[src/rtl/rv_pkg.sv]
// Shared header for the fetch-stage slice.
// Holds the reset PC and bubble encoding defaults, the fetch FSM state type,
// and a word-alignment helper used on redirect targets.
package rv_pkg;

  localparam logic [31:0] RESET_PC_DEF = 32'h8000_0000;
  localparam logic [31:0] NOP_INST_DEF = 32'h0000_0013;  // addi x0,x0,0

  typedef enum logic [1:0] {
    S_IDLE = 2'd0,
    S_REQ  = 2'd1,
    S_WAIT = 2'd2,
    S_DROP = 2'd3
  } fetch_state_e;

  function automatic logic [31:0] align_word(input logic [31:0] addr);
    return addr & ~32'd3;
  endfunction

endpackage

[src/rtl/if_skid_buf.sv]
// One-entry holding register for a fetched {pc, inst} pair.
// Ports:
//   clk, rst        clock, synchronous active-low reset
//   clear           drop the held entry (takes priority over push/pop)
//   push            capture push_pc/push_inst, mark full
//   pop             release the held entry
//   push_pc/inst    incoming pair
//   full            an entry is held
//   pc/inst         held pair
module if_skid_buf (
  input  logic        clk,
  input  logic        rst,
  input  logic        clear,
  input  logic        push,
  input  logic        pop,
  input  logic [31:0] push_pc,
  input  logic [31:0] push_inst,
  output logic        full,
  output logic [31:0] pc,
  output logic [31:0] inst
);

  always_ff @(posedge clk) begin
    if (!rst || clear) begin
      full <= 1'b0;
    end else if (push) begin
      full <= 1'b1;
    end else if (pop) begin
      full <= 1'b0;
    end
  end

  always_ff @(posedge clk) begin
    if (!rst) begin
      pc   <= 32'd0;
      inst <= 32'd0;
    end else if (push) begin
      pc   <= push_pc;
      inst <= push_inst;
    end
  end

endmodule

[src/rtl/if_fetch_stage.sv]
// Instruction-fetch stage feeding the IF/ID register.
// Owns the PC, fetches over a req/gnt/rvalid handshake with at most one
// request outstanding, and presents {if_pc, if_inst, if_valid} every cycle
// (a NOP bubble when nothing is ready). Honours stall and EX redirect.
// Ports:
//   clk, rst                 clock, synchronous active-low reset
//   if_stall                 downstream is not consuming this cycle
//   redirect_en/redirect_pc  flush and restart fetch at redirect_pc (aligned)
//   imem_req/imem_addr       fetch request (combinational from state)
//   imem_gnt                 request accepted
//   imem_rvalid/imem_rdata   in-order response, one per grant
//   if_pc/if_inst/if_valid   registered output to IF/ID
//
// state  | meaning
// S_IDLE | first cycle after reset, no request
// S_REQ  | request driven (unless skid full), waiting for gnt
// S_WAIT | granted, response will be delivered
// S_DROP | granted, response belongs to a flushed path and is discarded
module if_fetch_stage
  import rv_pkg::*;
#(
  parameter logic [31:0] RESET_PC = RESET_PC_DEF,
  parameter logic [31:0] NOP_INST = NOP_INST_DEF
) (
  input  logic        clk,
  input  logic        rst,
  input  logic        if_stall,
  input  logic        redirect_en,
  input  logic [31:0] redirect_pc,
  output logic        imem_req,
  output logic [31:0] imem_addr,
  input  logic        imem_gnt,
  input  logic        imem_rvalid,
  input  logic [31:0] imem_rdata,
  output logic [31:0] if_pc,
  output logic [31:0] if_inst,
  output logic        if_valid
);

  fetch_state_e state_q, state_d;
  logic [31:0]  fetch_pc_q, fetch_pc_d;
  logic [31:0]  pc_d, inst_d;
  logic         valid_d;

  logic         skid_full, skid_push, skid_pop;
  logic [31:0]  skid_pc, skid_inst;

  logic         handshake;
  logic         resp_live;
  logic [31:0]  resp_pc;
  logic [31:0]  redirect_tgt;

  assign imem_req     = (state_q == S_REQ) && !skid_full;
  assign imem_addr    = fetch_pc_q;
  assign handshake    = imem_req && imem_gnt;
  assign redirect_tgt = align_word(redirect_pc);

  // In S_WAIT fetch_pc has already been advanced past the granted address,
  // so the response's PC is one word behind it.
  assign resp_pc   = fetch_pc_q - 32'd4;
  assign resp_live = imem_rvalid && (state_q == S_WAIT) && !redirect_en;

  always_comb begin
    state_d    = state_q;
    fetch_pc_d = fetch_pc_q;
    case (state_q)
      S_IDLE: state_d = S_REQ;
      S_REQ: begin
        if (handshake) begin
          state_d    = S_WAIT;
          fetch_pc_d = fetch_pc_q + 32'd4;
        end
      end
      S_WAIT: if (imem_rvalid) state_d = S_REQ;
      S_DROP: if (imem_rvalid) state_d = S_REQ;
      default: state_d = S_IDLE;
    endcase

    if (redirect_en) begin
      fetch_pc_d = redirect_tgt;
      case (state_q)
        S_REQ:  state_d = handshake ? S_DROP : S_REQ;
        // A response landing with the redirect retires the outstanding
        // request, so there is nothing left to drop.
        S_WAIT, S_DROP: state_d = imem_rvalid ? S_REQ : S_DROP;
        default: state_d = S_REQ;
      endcase
    end
  end

  always_comb begin
    pc_d      = if_pc;
    inst_d    = if_inst;
    valid_d   = if_valid;
    skid_push = 1'b0;
    skid_pop  = 1'b0;
    if (redirect_en) begin
      pc_d    = 32'd0;
      inst_d  = NOP_INST;
      valid_d = 1'b0;
    end else if (!if_stall) begin
      if (skid_full) begin
        pc_d     = skid_pc;
        inst_d   = skid_inst;
        valid_d  = 1'b1;
        skid_pop = 1'b1;
      end else if (resp_live) begin
        pc_d    = resp_pc;
        inst_d  = imem_rdata;
        valid_d = 1'b1;
      end else begin
        pc_d    = 32'd0;
        inst_d  = NOP_INST;
        valid_d = 1'b0;
      end
    end else if (resp_live) begin
      // Skid cannot already be full here: requests stop while it is occupied.
      skid_push = 1'b1;
    end
  end

  always_ff @(posedge clk) begin
    if (!rst) begin
      state_q    <= S_IDLE;
      fetch_pc_q <= RESET_PC;
      if_pc      <= 32'd0;
      if_inst    <= NOP_INST;
      if_valid   <= 1'b0;
    end else begin
      state_q    <= state_d;
      fetch_pc_q <= fetch_pc_d;
      if_pc      <= pc_d;
      if_inst    <= inst_d;
      if_valid   <= valid_d;
    end
  end

  if_skid_buf u_skid (
    .clk       (clk),
    .rst       (rst),
    .clear     (redirect_en),
    .push      (skid_push),
    .pop       (skid_pop),
    .push_pc   (resp_pc),
    .push_inst (imem_rdata),
    .full      (skid_full),
    .pc        (skid_pc),
    .inst      (skid_inst)
  );

endmodule

[config.mk]
export PLATFORM = sky130hd
export DESIGN_NAME = if_fetch_stage
export DESIGN_NICKNAME = d
export VERILOG_FILES = /design/src/rtl/rv_pkg.sv /design/src/rtl/if_skid_buf.sv /design/src/rtl/if_fetch_stage.sv
export SDC_FILE = /design/constraint.sdc
export NUM_CORES = 1
export LEC_CHECK = 0
export BUFFER_PORTS_ARGS = -buffer_cell sky130_fd_sc_hd__buf_2
export CAP_MARGIN = 20
export CELL_PAD_IN_SITES_DETAIL_PLACEMENT = 1
export CELL_PAD_IN_SITES_GLOBAL_PLACEMENT = 1
export CORE_MARGIN = 2
export CORE_UTILIZATION = 43
export CTS_CLUSTER_DIAMETER = 60
export DETAILED_ROUTE_END_ITERATION = 10
export PLACE_DENSITY_LB_ADDON = 0.1
export SKIP_LAST_GASP = 1
export SLEW_MARGIN = 20
export SYNTH_ARGS = -nofsm -noshare
export SYNTH_HDL_FRONTEND = slang
export SYNTH_SLANG_ARGS = --single-unit
[constraint.sdc]
create_clock -name clk -period 6.8 [get_ports clk]
set_input_delay 1.02 -clock clk [delete_from_list [all_inputs] [get_ports clk]]
set_output_delay 1.02 -clock clk [all_outputs]
set_load 0.005 [all_outputs]
==> impl_metrics.yaml, run 1 <==
outcome:
  status: "complete, no violations"
clock_network:
  clockBufferDepth: 2
  root_buffer: "clkbuf_16"
  cts_hold_repair.buffers: 0
  clock_latency_ns: 0.43
  cts_resized: 0
  cts_buffers: 17
  cts_setup_buffers: 0
  h-tree-depth: 4
  clk_pin_slew_ns: 0.07
  cts_tree: "yes"
  numClockSinks: 158
global_route:
  antenna_found_initial: 0
  grt_max_degree: 55
  grt.overflow.total: 0
  globalRouteTotalUtil: 0.239
  grt_pass1_wl_um: 34400
  first_global_vias: 6680
drt:
  drc: 0
  dr.pass1.iters: 4
  wire_per_inst_um: 17.6
  first_iter_violations: 261
  final_antenna_net_count: 0
  wirelength_um: 21500
  vias_per_cell: 5.54
  vias: 6750
timing:
  clock.fmax_mhz: 335
  finalSetupViolCount: 0
  drv_slew: 0
  rsz0062_at_grt: "false"
  worst_slew_pin_slew_ns: 0.978
  relSlewSlack: 0.347
  hold_violations: 0
  clock_skew_ns: 0.00998
  final.min_clock_period_ns: 2.98
  timing.setup.tns_ns: 0
  period_share: 0.439
  timing.hold.ws_ns: 0.465
pwr:
  p_clk_frac: 0.443
  p_per_area_nw_per_um2: 246
  comb_power_share: 0.097
  switching_power_uw: 563
  leakagePower_uw: 0.00356
  internal_power_uw: 1580
  seqPwrFrac: 0.460
  max-vdd-ir-drop_v: 0.000201
  swShare: 0.262
logic_synthesis:
  ys_seq_area_frac: 0.433
  ys.flop_type: "dfxtp_1"
  synth.distinct_cells: 57
  yosysWarnings: 0
  ys_ff_latch: 158
  synth_edf_count: 0
  syn_area_per_cell_um2: 8.30
  syn_area_um2: 7310
  synth-async-reset-ratio: 0
  syn_inst: 880
hold_path:
  hold_class: "reg2reg"
  hold_depth: 2
  min-delay-start: "u_skid.inst[7]"
  worst_hold_path.endpoint: "u_skid.inst[7]"
cells_and_area:
  nNetsFinal: 1058
  area_delta_synth_final_pct: 19.2
  fin_util: 0.525
  num-fill-cells: 2068
  diodes: 0
  layout-drive-gt1-share: 0.218
floorplanning:
  dieArea_um2: 18000
  start_util: 0.441
  pin_count: 168
  core_area_um2: 16600
  die_x_um: 134
  dieHeight_um: 134
  rows: 47
run:
  drv_cap: 0
worst_setup_path:
  cp-end-kind: "flip-flop"
  path_class: "in2reg"
  cp_max_fo: 47
  reg2regPathDepth: 6
  worst-endpoint-arrival_ns: 3.35
  worstPathRequired_ns: 7.16
  timing.rr.end: "imem_addr[25]"
  reg2reg_from: "u_skid.full"
  worst_setup_path_start_kind: "input port"
  rrSetupSlack_ns: 3.84
place:
  gp_congestion: 0.781
  port_buffers: 161
  dp_hpwl_um: 14200
==> worst max-delay path by stage <==
stage | startpoint | endpoint | slack, ns | cells after the start
6_report | redirect_en | u_skid.pc[28] | 3.82 | 7
3_3_place_gp | redirect_en | u_skid.pc[25] | 3.43 | 7
3_5_place_dp | redirect_en | u_skid.pc[28] | 3.38 | 7
2_1_floorplan | imem_rvalid | u_skid.pc[15] | 4.30 | 7
4_1_cts | u_skid.full | imem_addr[25] | 3.80 | 6
5_1_grt | redirect_en | u_skid.pc[29] | 3.52 | 7
==> placed cells by master, fill, tap and decap left out, types with 10 or more instances in the layout <==
master,Yosys,routed
clkbuf_16,0,17
nand2b_1,12,12
a221oi_1,30,30
a21boi_0,36,36
a21oi_1,62,62
xnor2_1,33,33
buf_2,6,161
nand3_1,17,17
xor2_1,16,16
o211a_1,27,27
nand2_1,115,114
buf_4,4,12
dfxtp_1,158,157
o21ai_0,67,67
nor2_1,57,57
nor3_1,51,51
nand4_1,10,10
==> registers in the layout, summed over array words and instances, names as in the netlist <==
register / count
if_valid: 1
state_q: 2
u_skid.full: 1
imem_addr: 30
if_pc: 30
if_inst: 32
u_skid.inst: 32
u_skid.pc: 30
==> through the flow <==
step	total power (uW)	instances	setup WS, ns	instance area, um2
final	2150	1219	3.82	8710
after global routing	2230	1219	3.52	8710
after CTS	2170	1219	3.80	8710
after detailed placement	1210	1187	3.38	8120
after global placement	1210	1187	3.43	8120
after floorplan	1130	883	4.30	7320
==> synthesized netlist by cell type (6+ instances only) <==
library cell  count  area [um2]
nand4_1          10        62.6
nand2b_1         12        75.1
o21ai_0          67         335
o22ai_1           9        56.3
buf_2             6        30.0
inv_1             6        22.5
clkbuf_1         74         278
nand2_1         115         432
a21boi_0         36         270
nor2_1           57         214
xor2_1           16         140
dfxtp_1         158        3160
xnor2_1          33         289
nand3_1          17        85.1
o211a_1          27         270
nor3_1           51         255
a21oi_1          62         310
nor3b_1           7        52.6
nor4_1            7        43.8
a221oi_1         30         263
==> cells by family (layout without fill, tap and decap cells) <==
logic type,after synthesis,in the layout,share of synthesized area
buf+inv,96,212,0.0545
simple gates,317,317,0.215
flops,158,158,0.433
xor+xnor,49,49,0.0587
fa+ha+maj,2,2,0.00342
other cells,1,4,0.000513
compound gates,257,257,0.235
==> layout make-up <==
class	instances	area, um2	share of cell area
clock buffer	17	425	0.0488
clock inverter	15	163	0.0187
inverter	7	26.3	0.00302
multi-input combinational	629	3760	0.432
sequential	158	3160	0.363
tap	220	275	0.0316
timing repair buffer	173	896	0.103
==> power groups by stage <==
stage	Clock [uW]	Combinational, uW	Sequential, uW
detailed placement	0	207	1010
global placement	0	204	1010
finish	952	207	987
CTS	971	209	987
global route	1010	231	992
floorplan	0	140	991
==> critical path, cell delays in order <==
cell,delay [ns]
buf_2,0.27
nor4bb_1,0.32
buf_4,0.20
and2_2,0.67
buf_4,0.55
o21ai_0,0.17
a21oi_1,0.13
==> routing by layer <==
metal / track usage / vias to the layer above / part of all wire
met1: 0.313 / 3277 / 0.47
met4: 0.0614 / 0 / 0.010
met3: 0.0374 / 17 / 0.033
met5: 0 / - / 0
li1: - / 3324 / -
met2: 0.412 / 132 / 0.49
Note: power is estimated with default switching activity, not from simulation.
==> inputs of run 2 (changes only) <==
--- a/config.mk
+++ b/config.mk
@@ -10,7 +10,7 @@
 export CELL_PAD_IN_SITES_DETAIL_PLACEMENT = 1
 export CELL_PAD_IN_SITES_GLOBAL_PLACEMENT = 1
 export CORE_MARGIN = 2
-export CORE_UTILIZATION = 43
+export CORE_UTILIZATION = 36
 export CTS_CLUSTER_DIAMETER = 60
 export DETAILED_ROUTE_END_ITERATION = 10
 export PLACE_DENSITY_LB_ADDON = 0.1
==> constraint.sdc (replaced) <==
create_clock -name clk -period 2.4 [get_ports clk]
set_input_delay 0.36 -clock clk [delete_from_list [all_inputs] [get_ports clk]]
set_output_delay 0.36 -clock clk [all_outputs]
set_load 0.005 [all_outputs]
==> impl_metrics.yaml, run 2 (synthesized netlist as in run 1, its figures left out) <==
outcome:
  status: "complete, no violations"
global_route:
  grt.overflow.total: 0
  grt_max_degree: 48
  globalRouteTotalUtil: 0.211
  antenna_found_initial: 0
  grt_pass1_wl_um: 36600
  first_global_vias: 6959
clock_network:
  h-tree-depth: 4
  numClockSinks: 158
  clock_latency_ns: 0.42
  cts_setup_buffers: 0
  cts_buffers: 17
  clk_pin_slew_ns: 0.07
  clockBufferDepth: 2
  root_buffer: "clkbuf_16"
  cts_tree: "yes"
worst_setup_path:
  cp-end-kind: "flip-flop"
  path_class: "reg2reg"
  worstPathRequired_ns: 2.70
  cp_max_fo: 7
  crit_start: "imem_addr[2]"
  worst_setup_path_start_kind: "flip-flop"
  worst-endpoint-arrival_ns: 2.45
  reg2reg_from: "imem_addr[2]"
cells_and_area:
  layout-drive-gt1-share: 0.244
  reg_top3: "if_inst (32), u_skid.inst (32)"
  area_delta_synth_final_pct: 24.3
  layout_common_cells: "161 x buf_2, 157 x dfxtp_1, 114 x nand2_1"
  regArea_um2: 3160
  fin_cells: 1303
  diodes: 0
  num-fill-cells: 2468
  nNetsFinal: 1092
  fin_area_um2: 9080
  multi_input_area_um2: 3760
  layout_commonest_cell: "buf_2"
timing:
  hold_violations: 0
  clock.fmax_mhz: 464
  rsz0062_at_grt: "false"
  period_share: 0.897
  finalSetupViolCount: 0
  final.min_clock_period_ns: 2.15
  timing.setup.tns_ns: 0
  layout_setup_ws_ns: 0.247
  drv_slew: 0
  clock_skew_ns: 0.00871
pwr:
  leakagePower_uw: 0.00373
  p_per_area_nw_per_um2: 676
  max-vdd-ir-drop_v: 0.000474
  p_total_uw: 6130
floorplanning:
  core_area_um2: 20100
  start_util: 0.363
  rows: 52
  dieArea_um2: 21400
  dieHeight_um: 146
  pin_count: 168
  die_x_um: 146
place:
  dp_hpwl_um: 15500
  port_buffers: 161
  preCtsSetupSlack_ns: 0.277
  placed_area_um2: 8490
  placed_cells: 1271
  gp_congestion: 0.764
run:
  drv_cap: 0
drt:
  final_antenna_net_count: 0
  vias: 6880
  drc: 0
  wire_per_inst_um: 17.0
  first_iter_violations: 216
  wirelength_um: 22200
  dr.pass1.iters: 4
  vias_per_cell: 5.28
hold_path:
  hold_class: "in2reg"
  min-delay-start: "redirect_pc[3]"
## run 2: cell types whose count changed in the layout (fill, tap and decap cells not counted)
cell / delta
inv_8: +1
inv_6: -1
a2111oi_1: +1
buf_12: +4
clkinvlp_4: +3
buf_4: +30
a2111oi_0: -1
clkinv_4: -3
## run 2: cell type report
type                       count  share of cell area
multi-input combinational    629               0.414
sequential                   158               0.349
timing repair buffer         207               0.132
clock buffer                  17              0.0469
tap                          270              0.0372
clock inverter                15              0.0178
inverter                       7             0.00289
## run 2: what timing repair did
action,4_1_cts,5_1_grt
hold buffers,0,0
setup endpoints to repair,0,1
gates resized for setup,0,1
## run 2: worst max-delay path, stage by stage (launching register included)
cell	delay, ns
dfxtp_1	0.40
inv_1	0.11
ha_1	0.18
nor3b_1	0.20
buf_4	0.19
and4b_1	0.37
a21oi_1	0.11
a2111oi_1	0.39
nor2_1	0.09
## run 2: power breakdown
part | switching (uW) | internal [uW] | total, uW
sequential | 87.6 | 2690 | 2780
clock | 1160 | 1540 | 2700
combinational | 364 | 287 | 651
## run 2: path summary, 6_finish.rpt
kind / slack (ns) / cells past startpoint / end
setup / recovery: 0.25 / 8 / if_pc[16]
setup reg to reg: 0.25 / 8 / if_pc[16]
hold reg to reg: 0.46 / 2 / u_skid.inst[18]
hold / removal: 0.16 / 2 / imem_addr[3]
## run 2: stage by stage
step	hold WS, ns	util
floorplan	0.443	-
global placement	0.452	0.422
detailed placement	0.456	0.422
CTS	0.140	0.451
global route	0.149	0.452
finish	0.157	0.452
## run 2: metal layers
metal	track usage	routed length (um)
met1	0.285	10900
met2	0.346	10100
met3	0.0334	815
met4	0.0699	370
met5	0	0
==> inputs of run 3 (changes only) <==
--- a/config.mk
+++ b/config.mk
@@ -9,10 +9,12 @@
 export CAP_MARGIN = 20
 export CELL_PAD_IN_SITES_DETAIL_PLACEMENT = 1
 export CELL_PAD_IN_SITES_GLOBAL_PLACEMENT = 1
+export CORE_ASPECT_RATIO = 1.2
 export CORE_MARGIN = 2
 export CORE_UTILIZATION = 36
 export CTS_CLUSTER_DIAMETER = 60
 export DETAILED_ROUTE_END_ITERATION = 10
+export MAX_ROUTING_LAYER = met4
 export PLACE_DENSITY_LB_ADDON = 0.1
 export SKIP_LAST_GASP = 1
 export SLEW_MARGIN = 20
==> impl_metrics.yaml, run 3 (synthesized netlist as in run 1, its figures left out) <==
cells_and_area:
  layout_common_cells: "161 x buf_2, 157 x dfxtp_1, 114 x nand2_1"
  nNetsFinal: 1090
  layout_commonest_cell: "buf_2"
  area_delta_synth_final_pct: 24.1
  diodes: 0
  reg_top3: "if_inst (32), u_skid.inst (32)"
  layout-drive-gt1-share: 0.241
worst_setup_path:
  path_depth: 8
  critPathTopFamily: "simple AND/OR/NAND/NOR gates"
  reg2regPathDepth: 8
  worstPathRequired_ns: 2.70
  cp_cell_sequence: "inv_1, ha_1, nor3b_1, buf_4, and4b_2, a21oi_1, a2111oi_0, nor2_1"
  worst-endpoint-arrival_ns: 2.52
  critPathSlowestCell: "a2111oi_0"
  worst_setup_path_start_kind: "flip-flop"
  slowest_delay_ns: 0.43
  cp-end-kind: "flip-flop"
  path_class: "reg2reg"
  path_buf_inv: 2
  cp_max_fo: 9
drt:
  wl_met3_um: 923
  wire_per_inst_um: 17.5
  m1WireLength_um: 10200
  wl_met2_um: 11100
  top_layer: "met4"
  drc: 0
  wirelength_um: 22600
  vias_per_cell: 5.28
  vias: 6842
  final_antenna_net_count: 0
  dr.pass1.iters: 4
  first_iter_violations: 262
timing:
  relSlewSlack: 0.651
  drv_slew: 0
  period_share: 0.925
  rsz0062_at_grt: "false"
  hold_violations: 0
  timing.hold.ws_ns: 0.153
  clock.fmax_mhz: 450
  clock_skew_ns: 0.0134
  finalSetupViolCount: 0
  final.min_clock_period_ns: 2.22
  worst_slew_pin_slew_ns: 0.524
  timing.setup.tns_ns: 0
floorplanning:
  dieHeight_um: 160
  dieArea_um2: 21500
  die_x_um: 134
  pin_count: 168
  core_area_um2: 20100
  start_util: 0.363
  rows: 57
place:
  dp_hpwl_um: 15800
  port_buffers: 161
  gp_congestion: 0.769
clock_network:
  cts_buffers: 17
  clockBufferDepth: 2
  cts_hold_repair.buffers: 0
  cts_tree: "yes"
  h-tree-depth: 4
  clock_latency_ns: 0.43
  root_buffer: "clkbuf_16"
  numClockSinks: 158
  clk_pin_slew_ns: 0.07
global_route:
  grt.overflow.total: 0
  first_global_vias: 7029
  globalRouteTotalUtil: 0.223
  grt_max_degree: 62
  antenna_found_initial: 0
  grt_pass1_wl_um: 37200
hold_path:
  hold_depth: 2
  hold_class: "in2reg"
pwr:
  max-vdd-ir-drop_v: 0.000482
  p_per_area_nw_per_um2: 686
  leakagePower_uw: 0.00373
outcome:
  status: "complete, no violations"
run:
  drv_cap: 0
==> run 3: cell types whose count changed in the layout (fill, tap and decap cells not counted), sizes merged <==
| cell | previous run | this run |
|---|---|---|
| buf | 207 | 205 |
| clkbuf | 17 | 23 |
| bufinv | 2 | 3 |
| clkinvlp | 6 | 3 |
| inv | 11 | 7 |
==> run 3: layout make-up <==
| class | count | area (um2) |
|---|---|---|
| Clock inverter | 9 | 135 |
| Clock buffer | 23 | 468 |
| Timing Repair Buffer | 205 | 1170 |
| Fill cell | 2468 | 11000 |
| Tap cell | 265 | 332 |
| Multi-Input combinational cell | 629 | 3770 |
| Sequential cell | 158 | 3160 |
| Inverter | 7 | 26.3 |
==> run 3: worst reg2reg max path: cells and delay by family (launching register included) <==
family / cells / cell delay (ns)
AND/OR/NAND/NOR: 3 / 0.66
AO/OA/AOI/OAI: 2 / 0.51
buffers and inverters: 2 / 0.32
flip-flops: 1 / 0.40
adder cells (fa/ha/maj): 1 / 0.19
==> run 3: path summary, 6_finish.rpt <==
check / startpoint / to / slack [ns]
worst min register to register: u_skid.inst[18] / u_skid.inst[18] / 0.46
worst min-delay path: redirect_pc[3] / imem_addr[3] / 0.15
worst max register to register: imem_addr[2] / if_pc[16] / 0.18
worst max-delay path: imem_addr[2] / if_pc[16] / 0.18
==> run 3: layer usage <==
metal / up-vias / global-route usage
met1: 3271 / 0.278
met4: 0 / 0.0612
li1: 3394 / -
met2: 150 / 0.369
met5: - / -
met3: 27 / 0.0419
==> run 3: metrics by stage <==
| stage | util | std cells | setup slack [ns] | power (uW) | instance area [um2] |
|---|---|---|---|---|---|
| after floorplan | - | 883 | 0.115 | 3210 | 7320 |
| after global routing | 0.451 | 1296 | 0.0272 | 6500 | 9070 |
| after detailed placement | 0.420 | 1263 | 0.139 | 3500 | 8450 |
| final | 0.451 | 1296 | 0.179 | 6220 | 9070 |
| after global placement | 0.420 | 1263 | 0.263 | 3490 | 8450 |
| after CTS | 0.450 | 1295 | 0.118 | 6310 | 9050 |
==> run 3: power by group <==
group	leakage, uW	switching, uW	internal [uW]
Clock	0.000284	1080	1690
Combinational	0.00216	373	288
Sequential	0.00129	85.0	2690
==> run 3: timing repair <==
action	in CTS	in global routing
setup buffers	0	1
setup endpoints to repair	0	7
gates resized for setup	0	2
